### config.mk
export PLATFORM = sky130hd
export DESIGN_NAME = downsample_ctrl
export DESIGN_NICKNAME = d
export VERILOG_FILES = /design/src/rtl/downsample_ctrl.sv
export SDC_FILE = /design/constraint.sdc
export NUM_CORES = 1
export LEC_CHECK = 0
export CORE_MARGIN = 5
export CORE_UTILIZATION = 40
export CTS_CLUSTER_DIAMETER = 100
export CTS_CLUSTER_SIZE = 24
export DETAILED_ROUTE_END_ITERATION = 8
export HOLD_SLACK_MARGIN = 0.03
export PLACE_DENSITY = 0.7
export SLEW_MARGIN = 20
export SYNTH_ARGS = -nofsm -noshare
export SYNTH_HDL_FRONTEND = slang
export SYNTH_SLANG_ARGS = --single-unit
export TNS_END_PERCENT = 100
### constraint.sdc
create_clock -name CLOCK_50 -period 4.3 [get_ports CLOCK_50]
set_input_delay 0.43 -clock CLOCK_50 [delete_from_list [all_inputs] [get_ports CLOCK_50]]
set_output_delay 0.43 -clock CLOCK_50 [all_outputs]
set_load 0.02 [all_outputs]
### src/rtl/downsample_ctrl.sv
// downsample_ctrl: keeps one sample per frame of ratio_reg valid inputs at a
// programmable phase. The kept sample is held in a one-deep registered
// valid/ready output slot. The block also keeps a sticky overrun flag and a
// count of delivered samples.
module downsample_ctrl #(
   parameter int DATA_W        = 16,
   parameter int RATIO_W       = 4,
   parameter int DEFAULT_RATIO = 6
) (
   input  logic                CLOCK_50,
   input  logic                reset,
   input  logic                enable,
   input  logic                cfg_load,
   input  logic [RATIO_W-1:0]  cfg_ratio,
   input  logic [RATIO_W-1:0]  cfg_phase,
   input  logic                in_valid,
   input  logic [DATA_W-1:0]   in_data,
   output logic                out_valid,
   output logic [DATA_W-1:0]   out_data,
   input  logic                out_ready,
   output logic                busy,
   output logic                overrun,
   output logic [15:0]         sample_cnt
);

   localparam logic [RATIO_W-1:0] RATIO_ONE = RATIO_W'(1);
   localparam logic [RATIO_W-1:0] DEF_RATIO = RATIO_W'(DEFAULT_RATIO);
   localparam logic [RATIO_W-1:0] DEF_PHASE = RATIO_W'(DEFAULT_RATIO - 1);

   typedef enum logic {ST_IDLE, ST_RUN} state_t;

   state_t              state_reg, state_next;
   logic                run;
   logic [RATIO_W-1:0]  ratio_reg, phase_reg, cnt_reg;
   logic [RATIO_W-1:0]  ratio_eff, phase_eff;
   logic                out_valid_reg, overrun_reg;
   logic [DATA_W-1:0]   out_data_reg;
   logic [15:0]         sample_cnt_reg;
   logic                keep, handshake;

   // State register
   always_ff @(posedge CLOCK_50) begin
      if (reset) state_reg <= ST_IDLE;
      else       state_reg <= state_next;
   end

   // Next-state logic: enable alone moves between idle and running
   always_comb begin
      state_next = state_reg;
      case (state_reg)
         ST_IDLE: if (enable)  state_next = ST_RUN;
         ST_RUN:  if (!enable) state_next = ST_IDLE;
         default: state_next = ST_IDLE;
      endcase
   end

   // FSM outputs
   always_comb begin
      run  = (state_reg == ST_RUN);
      busy = run || out_valid_reg;
   end

   // Sanitised config: ratio 0 acts as 1, phase clamped into the frame
   always_comb begin
      ratio_eff = (cfg_ratio == '0) ? RATIO_ONE : cfg_ratio;
      phase_eff = (cfg_phase > (ratio_eff - RATIO_ONE)) ? (ratio_eff - RATIO_ONE) : cfg_phase;
   end

   // A sample arriving with cfg_load is discarded, so it can never be kept
   always_comb begin
      keep      = run && in_valid && !cfg_load && (cnt_reg == phase_reg);
      handshake = out_valid_reg && out_ready;
   end

   // Config registers and frame counter; leaving RUN restarts the frame
   always_ff @(posedge CLOCK_50) begin
      if (reset) begin
         ratio_reg <= DEF_RATIO;
         phase_reg <= DEF_PHASE;
         cnt_reg   <= '0;
      end else if (cfg_load) begin
         ratio_reg <= ratio_eff;
         phase_reg <= phase_eff;
         cnt_reg   <= '0;
      end else if (run && !enable) begin
         cnt_reg   <= '0;
      end else if (run && in_valid) begin
         cnt_reg   <= (cnt_reg == (ratio_reg - RATIO_ONE)) ? '0 : (cnt_reg + RATIO_ONE);
      end
   end

   // Output slot: load on keep when free or draining this edge, else flag overrun
   always_ff @(posedge CLOCK_50) begin
      if (reset) begin
         out_valid_reg  <= 1'b0;
         out_data_reg   <= '0;
         overrun_reg    <= 1'b0;
         sample_cnt_reg <= '0;
      end else begin
         if (handshake)
            sample_cnt_reg <= sample_cnt_reg + 16'd1;
         if (keep && (!out_valid_reg || out_ready)) begin
            out_valid_reg <= 1'b1;
            out_data_reg  <= in_data;
         end else if (handshake) begin
            out_valid_reg <= 1'b0;
         end
         if (cfg_load)
            overrun_reg <= 1'b0;
         else if (keep && out_valid_reg && !out_ready)
            overrun_reg <= 1'b1;
      end
   end

   assign out_valid  = out_valid_reg;
   assign out_data   = out_data_reg;
   assign overrun    = overrun_reg;
   assign sample_cnt = sample_cnt_reg;

endmodule

==> flow_summary.toml <==
[run_status]
status = "finished, final reports clean"

[critical_path]
rr_startpoint = "cnt_reg[0]$_SDFFE_PP0P_"
arrival_ns = 2.71
crit_family = "compound AO/OA/AOI/OAI gates"
crit_slowest_cell = "clkdlybuf4s50_1"
r2r_setup_slack_ns = 2.46
cp_data_required_time_ns = 4.50
cpMostUsedCell = "nor3_1"
start_kind = "primary input"
cpPeakStageDelay_ns = 0.49
worst-path-max-fanout = 6
setup.worst_path.class = "primary input to flop"
end_kind = "flop"
r2r_cells = 4
path_cells = "clkdlybuf4s50_1, nor3_1, nor3_1, a21oi_1, ha_1, and3_1, o31a_1, o21a_1, o311ai_0"
critPathBufInv = 1
reg2reg_to = "out_data[10]$_SDFFE_PP0P_"

[clocking]
h-tree-depth = 2
postCtsHoldBufs = 0
cts_setup_buffers = 0
clkTransAtPathRegs_ns = 0.09
clock_latency_ns = 0.31
clk_path_buf_depth = 2
cts_root_buf = "clkbuf_8"
cts_buffers = 5
clock_sinks = 47
cts_resized = 0
cts_tree = "done"

[timing]
final.period_utilization_pct = 58.3
setup_viol = 0
finalHoldViolations = 0
period_needed_ns = 2.51
drv_slew = 0
finalClockSkew_ns = 0.0142
rsz0062_at_grt = "no"
slew_headroom_pct = 30.4
fmax_mhz = 399
fin_ws_ns = 1.79
fin_tns_setup_ns = 0
tightest_slew_ns = 1.04

[placed_design]
port_buffers = 64
gp_congestion = 0.844
dp.cells = 385
pre_cts_ws_ns = 1.51
dpl.hpwl_um = 3890

[global_routing]
grt_pass1_vias = 1914
grt_use_total_pct = 14.7
grt_overflow = 0
grt_start_max_net_pins = 42
antenna_found_initial = 0
grt_pass1_wl_um = 8970

[power_and_ir_drop]
swShare_pct = 24.3
vdd_drop_max_mv = 0.144
power.density_mw_per_mm2 = 286
pwr-share-clk_pct = 38.4
combPwrFrac_pct = 10.8
power.static_leakage_nw = 1.04
p_sw_w = 0.000214
p_seq_share_pct = 50.9
cellInternalPower_w = 0.000667

[synthesis]
synth-edff-count = 0
syn_nets = 302
async_reset_ff_share_pct = 0
ys_warn_count = 0
synthFlopType = "dfxtp_1"
synth-seq-area-share_pct = 41.1
netlist_instances = 266
synth_cell_type_count = 39
ys_ff_latch = 47
syn_area_mm2 = 0.00229
syn_avg_cell_area_um2 = 8.60

[floorplanning]
die_h_um = 85.6
core_mm2 = 0.00554
start_util_pct = 41.3
fp.dieArea_mm2 = 0.00733
die_x_um = 85.6
rows = 27
pin_count = 65

[detailed_routing]
wl_per_cell_um = 13.9
detailroute.via_count = 2087
vias_per_cell = 5.31
drtIter0Drc = 67
ant_nets = 0
firstDrtPassIters = 4
drc = 0
wirelength_um = 5450

[worst_hold_path]
holdPathStages = 2
hp-start = "out_data[15]$_SDFFE_PP0P_"
min_to = "out_data[15]$_SDFFE_PP0P_"
hold_class = "flop to flop"

[run]
cap_violations = 0

[final_layout]
syn_to_final_growth_pct = 34.4
final_layout_size_suffix_gt1_share_pct = 4.98
fill_cells = 527
n_antenna_cell = 0
fin_cells = 393
nNetsFinal = 356
-- synth_stat cells, drive strengths merged (5+ instances only) --
cell type | number | area [um2]
dfxtp | 47 | 941
a21oi | 28 | 140
nand4 | 22 | 144
nor2 | 22 | 82.6
clkbuf | 18 | 67.6
o31ai | 18 | 135
xnor2 | 15 | 131
nand2 | 14 | 52.6
nand3 | 9 | 50.1
nor3 | 9 | 50.1
inv | 8 | 30.0
xor2 | 7 | 61.3
ha | 6 | 75.1
or3 | 5 | 32.5
-- how the worst max path moves through the flow --
stage            startpoint                        end  cells past startpoint
2_1_floorplan  cfg_ratio[1]  phase_reg[1]$_SDFFE_PP0P_                      8
3_3_place_gp   cfg_ratio[1]  phase_reg[1]$_SDFFE_PP0P_                      9
3_5_place_dp   cfg_ratio[1]  phase_reg[1]$_SDFFE_PP0P_                      9
4_1_cts        cfg_ratio[1]  phase_reg[1]$_SDFFE_PP0P_                      9
5_1_grt        cfg_ratio[1]  phase_reg[1]$_SDFFE_PP0P_                      9
6_report       cfg_ratio[1]  phase_reg[1]$_SDFFE_PP0P_                      9
-- worst min-delay path: cells and delay by family (launching register included) --
kind	cells	cell delay (ns)
flops	1	0.32
compound gates	2	0.12
-- area by class of cell --
class	instances	area, um2	area share [%]
Sequential cell	47	941	30.6
Tap cell	72	90.1	2.93
Inverter	8	30.0	0.977
Multi-Input combinational cell	193	1250	40.6
Timing Repair Buffer	65	648	21.1
Clock inverter	3	47.5	1.55
Clock buffer	5	68.8	2.24
-- power by group through the flow --
| stage | sequential (W) | clock, W | combinational, W |
|---|---|---|---|
| after floorplan | 0.000457 | 0 | 0.0000529 |
| after global placement | 0.000458 | 0 | 0.0000944 |
| after detailed placement | 0.000458 | 0 | 0.0000949 |
| after CTS | 0.000448 | 0.000345 | 0.0000955 |
| after global routing | 0.000449 | 0.000362 | 0.000105 |
| final | 0.000448 | 0.000338 | 0.0000947 |
-- cell families (layout without fill, tap and decap cells) --
logic type      after synthesis  in the layout  share of synthesized area, %
simple gates                 97             97                          22.8
compound gates               64             64                          17.8
flops                        47             47                          41.1
buf+inv                      26             81                          4.27
xor+xnor                     23             23                          9.41
fa+ha+maj                     6              6                          3.28
mux                           3              3                          1.31
-- placed cells by master, fill, tap and decap left out, types with 2 or more instances in the layout --
| cell | n |
|---|---|
| nand3_1 | 8 |
| clkbuf_8 | 5 |
| o211ai_1 | 4 |
| and3_1 | 3 |
| nor2b_1 | 3 |
| o2111ai_1 | 3 |
| nor2_1 | 22 |
| a21oi_1 | 28 |
| nor3_1 | 8 |
| or3_1 | 4 |
| nor4_1 | 3 |
| dfxtp_1 | 47 |
| nand2_1 | 14 |
| mux2i_1 | 3 |
| ha_1 | 6 |
| nand2b_1 | 2 |
| nand4_1 | 21 |
| xnor2_1 | 15 |
| clkdlybuf4s50_1 | 64 |
| o21ai_0 | 4 |
| o31ai_1 | 18 |
| inv_1 | 8 |
| xor2_1 | 7 |
-- routing by layer --
metal / up-vias / wire length [um] / GRT usage [%]
li1: 1078 / - / -
met1: 955 / 2640 / 19.8
met2: 49 / 2410 / 23.3
met3: 5 / 350 / 4.13
met4: 0 / 50 / 3.45
met5: - / 0 / 0
-- per-stage QoR --
step | cell area [um2] | util, % | hold WS, ns | power (W)
final | 3070 | 55.5 | 0.471 | 0.000880
after detailed placement | 2960 | 53.4 | 0.459 | 0.000553
after global placement | 2960 | 53.4 | 0.454 | 0.000552
after CTS | 3070 | 55.5 | 0.471 | 0.000889
after global routing | 3070 | 55.5 | 0.494 | 0.000916
after floorplan | 2290 | - | 0.464 | 0.000510
Power figures use the tool's default switching activity.
